[config.mk]
export PLATFORM = sky130hd
export DESIGN_NAME = ccd_pixel_framer
export DESIGN_NICKNAME = d
export VERILOG_FILES = /design/src/rtl/ccd_pixel_framer.sv
export SDC_FILE = /design/constraint.sdc
export NUM_CORES = 1
export LEC_CHECK = 0
export CAP_MARGIN = 5
export CORE_ASPECT_RATIO = 1.1
export CORE_UTILIZATION = 59
export CTS_CLUSTER_DIAMETER = 100
export CTS_CLUSTER_SIZE = 20
export DETAILED_ROUTE_END_ITERATION = 12
export PLACE_DENSITY_LB_ADDON = 0.25
export SKIP_LAST_GASP = 1
export SLEW_MARGIN = 0
export SYNTH_ARGS = -nofsm -noshare
export SYNTH_HDL_FRONTEND = slang
export SYNTH_SLANG_ARGS = --single-unit
[constraint.sdc]
create_clock -name clk -period 5.8 [get_ports clk]
set_clock_uncertainty 0.1 [all_clocks]
set_input_delay 0.87 -clock clk [delete_from_list [all_inputs] [get_ports clk]]
set_output_delay 0.87 -clock clk [all_outputs]
set_load 0.03 [all_outputs]
[src/rtl/ccd_pixel_framer.sv]
// rtl/ccd_pixel_framer.sv - AD9826 pixel/line/frame capture into a tagged entry fifo, serialised to a byte stream.
module ccd_pixel_framer #(
    parameter int         ADDR_W    = 6,
    parameter logic [7:0] LINE_HDR  = 8'hC1,
    parameter logic [7:0] FRAME_HDR = 8'hCF
) (
    input  logic        clk,
    input  logic        rst_n,
    input  logic [7:0]  ad_data,
    input  logic        ad_hi_stb,
    input  logic        ad_lo_stb,
    input  logic        line_start,
    input  logic        frame_end,
    input  logic        clear,
    input  logic        tx_wfull,
    output logic [7:0]  tx_wdata,
    output logic        tx_winc,
    output logic        busy,
    output logic        overflow,
    output logic        sync_err,
    output logic [15:0] drop_count
);
    localparam int DEPTH = 1 << ADDR_W;
    localparam logic [ADDR_W:0] DEPTH_C   = (ADDR_W+1)'(DEPTH);
    localparam logic [ADDR_W:0] PIX_LIMIT = (ADDR_W+1)'(DEPTH - 1);

    typedef enum logic [1:0] {S_IDLE, S_HDR, S_B1, S_B0} state_t;

    logic [17:0]       mem [DEPTH];
    logic [ADDR_W-1:0] wr_ptr, rd_ptr;
    logic [ADDR_W:0]   count, eff_count;
    logic [17:0]       head, push_entry;
    logic              empty, pop, push, push_req, push_marker, room, drop, proto_err;
    logic [7:0]        msb;
    logic              hi_pend;
    logic [15:0]       line_cnt;
    state_t            state, state_nx;
    logic [15:0]       cur, cur_nx;
    logic [7:0]        wdata_nx;

    assign head    = mem[rd_ptr];
    assign empty   = (count == '0);
    assign tx_winc = (state != S_IDLE) && !tx_wfull;
    assign busy    = !empty || (state != S_IDLE);
    // The serialiser only pulls a new entry when it can start emitting it at once.
    assign pop     = !empty && !tx_wfull && ((state == S_IDLE) || (state == S_B0));

    always_comb begin
        push_req    = 1'b0;
        push_marker = 1'b0;
        push_entry  = '0;
        proto_err   = 1'b0;
        if (frame_end) begin
            push_req    = 1'b1;
            push_marker = 1'b1;
            push_entry  = {2'b10, line_cnt};
            proto_err   = line_start | ad_lo_stb | hi_pend;
        end else if (line_start) begin
            push_req    = 1'b1;
            push_marker = 1'b1;
            push_entry  = {2'b01, line_cnt};
            proto_err   = ad_lo_stb;
        end else if (ad_lo_stb) begin
            if (hi_pend) begin
                push_req   = 1'b1;
                push_entry = {2'b00, msb, ad_data};
            end else begin
                proto_err = 1'b1;
            end
        end
        if (ad_hi_stb && hi_pend)
            proto_err = 1'b1;
    end

    // Room is judged after this cycle's pop; the last slot is kept for markers.
    assign eff_count = count - (ADDR_W+1)'(pop);
    assign room      = push_marker ? (eff_count < DEPTH_C) : (eff_count < PIX_LIMIT);
    assign push      = push_req && room;
    assign drop      = push_req && !room;

    always_comb begin
        state_nx = state;
        cur_nx   = cur;
        wdata_nx = tx_wdata;
        case (state)
            S_HDR: if (tx_winc) begin
                state_nx = S_B1;
                wdata_nx = cur[15:8];
            end
            S_B1: if (tx_winc) begin
                state_nx = S_B0;
                wdata_nx = cur[7:0];
            end
            S_B0: if (tx_winc && !pop)
                state_nx = S_IDLE;
            default: ;
        endcase
        if (pop) begin
            cur_nx = head[15:0];
            if (head[17:16] != 2'b00) begin
                state_nx = S_HDR;
                wdata_nx = head[17] ? FRAME_HDR : LINE_HDR;
            end else begin
                state_nx = S_B1;
                wdata_nx = head[15:8];
            end
        end
    end

    always_ff @(posedge clk) begin
        if (push)
            mem[wr_ptr] <= push_entry;
    end

    always_ff @(posedge clk or negedge rst_n) begin
        if (!rst_n) begin
            wr_ptr     <= '0;
            rd_ptr     <= '0;
            count      <= '0;
            state      <= S_IDLE;
            cur        <= '0;
            tx_wdata   <= '0;
            msb        <= '0;
            hi_pend    <= 1'b0;
            line_cnt   <= '0;
            overflow   <= 1'b0;
            sync_err   <= 1'b0;
            drop_count <= '0;
        end else if (clear) begin
            wr_ptr   <= '0;
            rd_ptr   <= '0;
            count    <= '0;
            state    <= S_IDLE;
            cur      <= '0;
            tx_wdata <= '0;
            hi_pend  <= 1'b0;
            line_cnt <= '0;
        end else begin
            state    <= state_nx;
            cur      <= cur_nx;
            tx_wdata <= wdata_nx;
            if (push)
                wr_ptr <= wr_ptr + 1'b1;
            if (pop)
                rd_ptr <= rd_ptr + 1'b1;
            count <= count + (ADDR_W+1)'(push) - (ADDR_W+1)'(pop);

            if (ad_hi_stb)
                msb <= ad_data;
            if (frame_end)
                hi_pend <= 1'b0;
            else if (ad_hi_stb)
                hi_pend <= 1'b1;
            else if (ad_lo_stb)
                hi_pend <= 1'b0;

            if (frame_end)
                line_cnt <= '0;
            else if (line_start)
                line_cnt <= line_cnt + 1'b1;

            if (proto_err)
                sync_err <= 1'b1;
            if (drop) begin
                overflow <= 1'b1;
                if (drop_count != 16'hFFFF)
                    drop_count <= drop_count + 1'b1;
            end
        end
    end
endmodule

==> impl_metrics.env <==
export IMPL_status="finished clean"
export IMPL_synth_seq_cells=1240
export IMPL_fin_ws_ns=1.16
export IMPL_rows=110
export IMPL_place_area_mm2=0.0514
export IMPL_end_kind="register"
export IMPL_postSynthAreaPerCell_um2=20.0
export IMPL_synth_area_top_cells="edfxtp_1 (70%), mux4_2 (12%), dfrtp_1 (4.5%)"
export IMPL_netlist_area_mm2=0.0492
export IMPL_synth_ff_type="edfxtp_1"
export IMPL_syn_inst=2459
export IMPL_io_pins=44
export IMPL_p_leak_nw=16.7
export IMPL_track_usage_pct=28.0
export IMPL_finalNetCount=2603
export IMPL_die_y_um=305
export IMPL_syn_nets=2502
export IMPL_yosysTopAreaCell="edfxtp_1"
export IMPL_antenna_found_initial=1
export IMPL_timing_final_crit_share_pct=80.1
export IMPL_core_mm2=0.0822
export IMPL_drv_cap=0
export IMPL_nFillCells=5290
export IMPL_hold_viol=0
export IMPL_area_delta_synth_final_pct=8.51
export IMPL_tightest_slew_ns=1.22
export IMPL_cts_resized=0
export IMPL_wirelength_um=116000
export IMPL_cts_hold_buffers_added=0
export IMPL_min_period_ns=4.64
export IMPL_r2r_start="count[3]"
export IMPL_reg2reg_slack_ns=1.16
export IMPL_cp_cell_sequence="inv_1 > ha_1 > inv_1 > nor2_1 > a311o_1 > clkinv_1 > ha_1 > nor2b_2 > o21ai_1 > a21boi_0 > xnor2_2 > nand3_2 > or4b_1 > nor2_1 > buf_4"
export IMPL_cts_buffer_depth=3
export IMPL_vias_per_cell=6.71
export IMPL_netlist_area_leader_share_pct=70.4
export IMPL_rsz0062_at_grt="false"
export IMPL_critPathMaxStageDelay_ns=1.01
export IMPL_cts_tree="built"
export IMPL_start_util_pct=59.8
export IMPL_multiInputGateArea_mm2=0.0117
export IMPL_r2r_end="mem[9][3]"
export IMPL_numCtsBuffers=71
export IMPL_fmax_mhz=215
export IMPL_dieWidth_um=277
export IMPL_post_cts_buffers=0
export IMPL_final_cell_area_mm2=0.0534
export IMPL_regArea_mm2=0.0368
export IMPL_drtPass1Iterations=6
export IMPL_cp_buffers_inverters=4
export IMPL_yosys_warnings=0
export IMPL_hpwl_um=72500
export IMPL_critPathRequiredTime_ns=6.02
export IMPL_clk_pin_slew_ns=0.08
export IMPL_final_common_cell="edfxtp_1"
export IMPL_start_kind="register"
export IMPL_numPortBuffers=43
export IMPL_hold_path_class="primary input to async pin"
export IMPL_async_reset_ff_share_pct=7.10
export IMPL_layout_drive_gt1_share_pct=21.9
export IMPL_setup_viol=0
export IMPL_p_per_area_mw_per_mm2=380
export IMPL_cts_sink_count=1240
export IMPL_wire_per_inst_um=31.7
export IMPL_reg2reg_depth=15
export IMPL_grt_pass1_vias=24600
export IMPL_layout_common_cells="edfxtp_1 (1,152), mux4_2 (270), nor2_1 (132), buf_4 (119), mux2i_1 (109)"
export IMPL_place_ws_ns=0.679
export IMPL_cp_slowest_cell="or4b_1"
export IMPL_drv_slew=0
export IMPL_cts_root_buffer="clkbuf_16"
export IMPL_grt_overflow_total=0
export IMPL_critPathKind="register to register"
export IMPL_die_area_mm2=0.0845
export IMPL_clkLatencyLatePin_ns=0.65
export IMPL_max_slew_margin_pct=18.5
export IMPL_p_total_mw=20.3
export IMPL_dr_total_vias=24500
export IMPL_drt_iter0_drc=3448
export IMPL_htreeDepth=3
export IMPL_grt_max_degree=82
export IMPL_cp_max_fo=16
export IMPL_fin_setup_tns_ns=0
export IMPL_synth_edf_count=1152
export IMPL_ys_types=76
export IMPL_crit_family="simple AND/OR/NAND/NOR gates"
export IMPL_peakVddDrop_uv=260
export IMPL_place_congestion=0.931
export IMPL_post_route_util_pct=64.9
export IMPL_yosysSeqAreaShare_pct=74.8
export IMPL_detail_route_antenna_nets=0
export IMPL_grt_pass1_wl_um=169000
export IMPL_drc=0
export IMPL_arrival_ns=4.87
[cell type report]
| cell class | count | area share, % |
|---|---|---|
| Sequential cell | 1240 | 69.0 |
| Multi-Input combinational cell | 1058 | 21.9 |
| Clock buffer | 100 | 3.69 |
| Timing Repair Buffer | 169 | 2.74 |
| Tap cell | 1064 | 2.50 |
| Inverter | 20 | 0.141 |
| Clock inverter | 3 | 0.0492 |
| Antenna cell | 1 | 0.00469 |
[registers in the layout, summed over array words and instances (netlist names), 7 cells and up]
signal / count
count: 7
cur: 16
drop_count: 16
line_cnt: 16
mem: 1152
msb: 8
tx_wdata: 8
[worst max-delay path by stage]
stage	slack, ns	to	start	cells after the start
6_report	1.16	mem[9][3]	count[3]	15
3_3_place_gp	0.74	count[6]	tx_wfull	21
5_1_grt	0.87	count[6]	count[2]	24
4_1_cts	1.18	count[6]	count[2]	24
2_1_floorplan	0.84	mem[58][0]	tx_wfull	13
3_5_place_dp	0.68	mem[9][1]	tx_wfull	12
[worst reg2reg max path: stages, from the launching register on]
cell      delay, ns
dfrtp_1        0.44
inv_1          0.16
ha_1           0.18
inv_1          0.05
nor2_1         0.13
a311o_1        0.21
clkinv_1       0.09
ha_1           0.22
nor2b_2        0.17
o21ai_1        0.18
a21boi_0       0.16
xnor2_2        0.26
nand3_2        0.21
or4b_1         1.01
nor2_1         0.41
buf_4          0.33
[Yosys cell counts, types with 7 or more instances]
master	count
nand4_1	12
mux2_2	21
mux4_2	270
nand2b_1	7
o221ai_1	27
a221oi_1	9
inv_1	18
a211oi_1	16
nor2b_1	8
nand3_1	12
mux2i_1	109
o21ai_0	27
nand2_1	85
a21oi_1	66
o22ai_1	18
dfrtp_1	88
nor3_1	17
nor2_1	148
o21ai_1	13
buf_12	7
buf_6	14
xor2_1	29
ha_1	26
buf_4	13
buf_1	14
xnor2_1	14
or3_1	9
edfxtp_1	1152
clkbuf_1	53
a22oi_1	24
buf_2	38
[through the flow]
step                      std cells  hold WS [ns]
after floorplan                2459         0.376
after global placement         3551         0.348
after detailed placement       3551         0.365
after CTS                      3654         0.133
after global routing           3654         0.163
final                          3655         0.129
[cells by family after synthesis]
logic type / count (synthesis) / share of synthesized area (%)
flops: 1240 / 74.8
mux: 400 / 15.1
simple gates: 346 / 3.35
compound gates: 241 / 3.34
buf+inv: 161 / 1.92
xor+xnor: 44 / 0.799
fa+ha+maj: 27 / 0.702
[layer usage]
| metal | track usage, % | vias to the layer above | routed length, um |
|---|---|---|---|
| met2 | 44.7 | 1295 | 56600 |
| met4 | 11.8 | 0 | 5060 |
| met5 | 0 | - | 0 |
| li1 | - | 10100 | - |
| met3 | 4.58 | 220 | 10300 |
| met1 | 38.9 | 12900 | 43900 |
[report_power, final]
group          switching, mW  total (mW)  internal (mW)
logic                   2.79        4.84           2.05
clock network           2.72        5.09           2.37
registers              0.279        10.3           10.0
No activity file was read; power rests on OpenSTA's default activity.
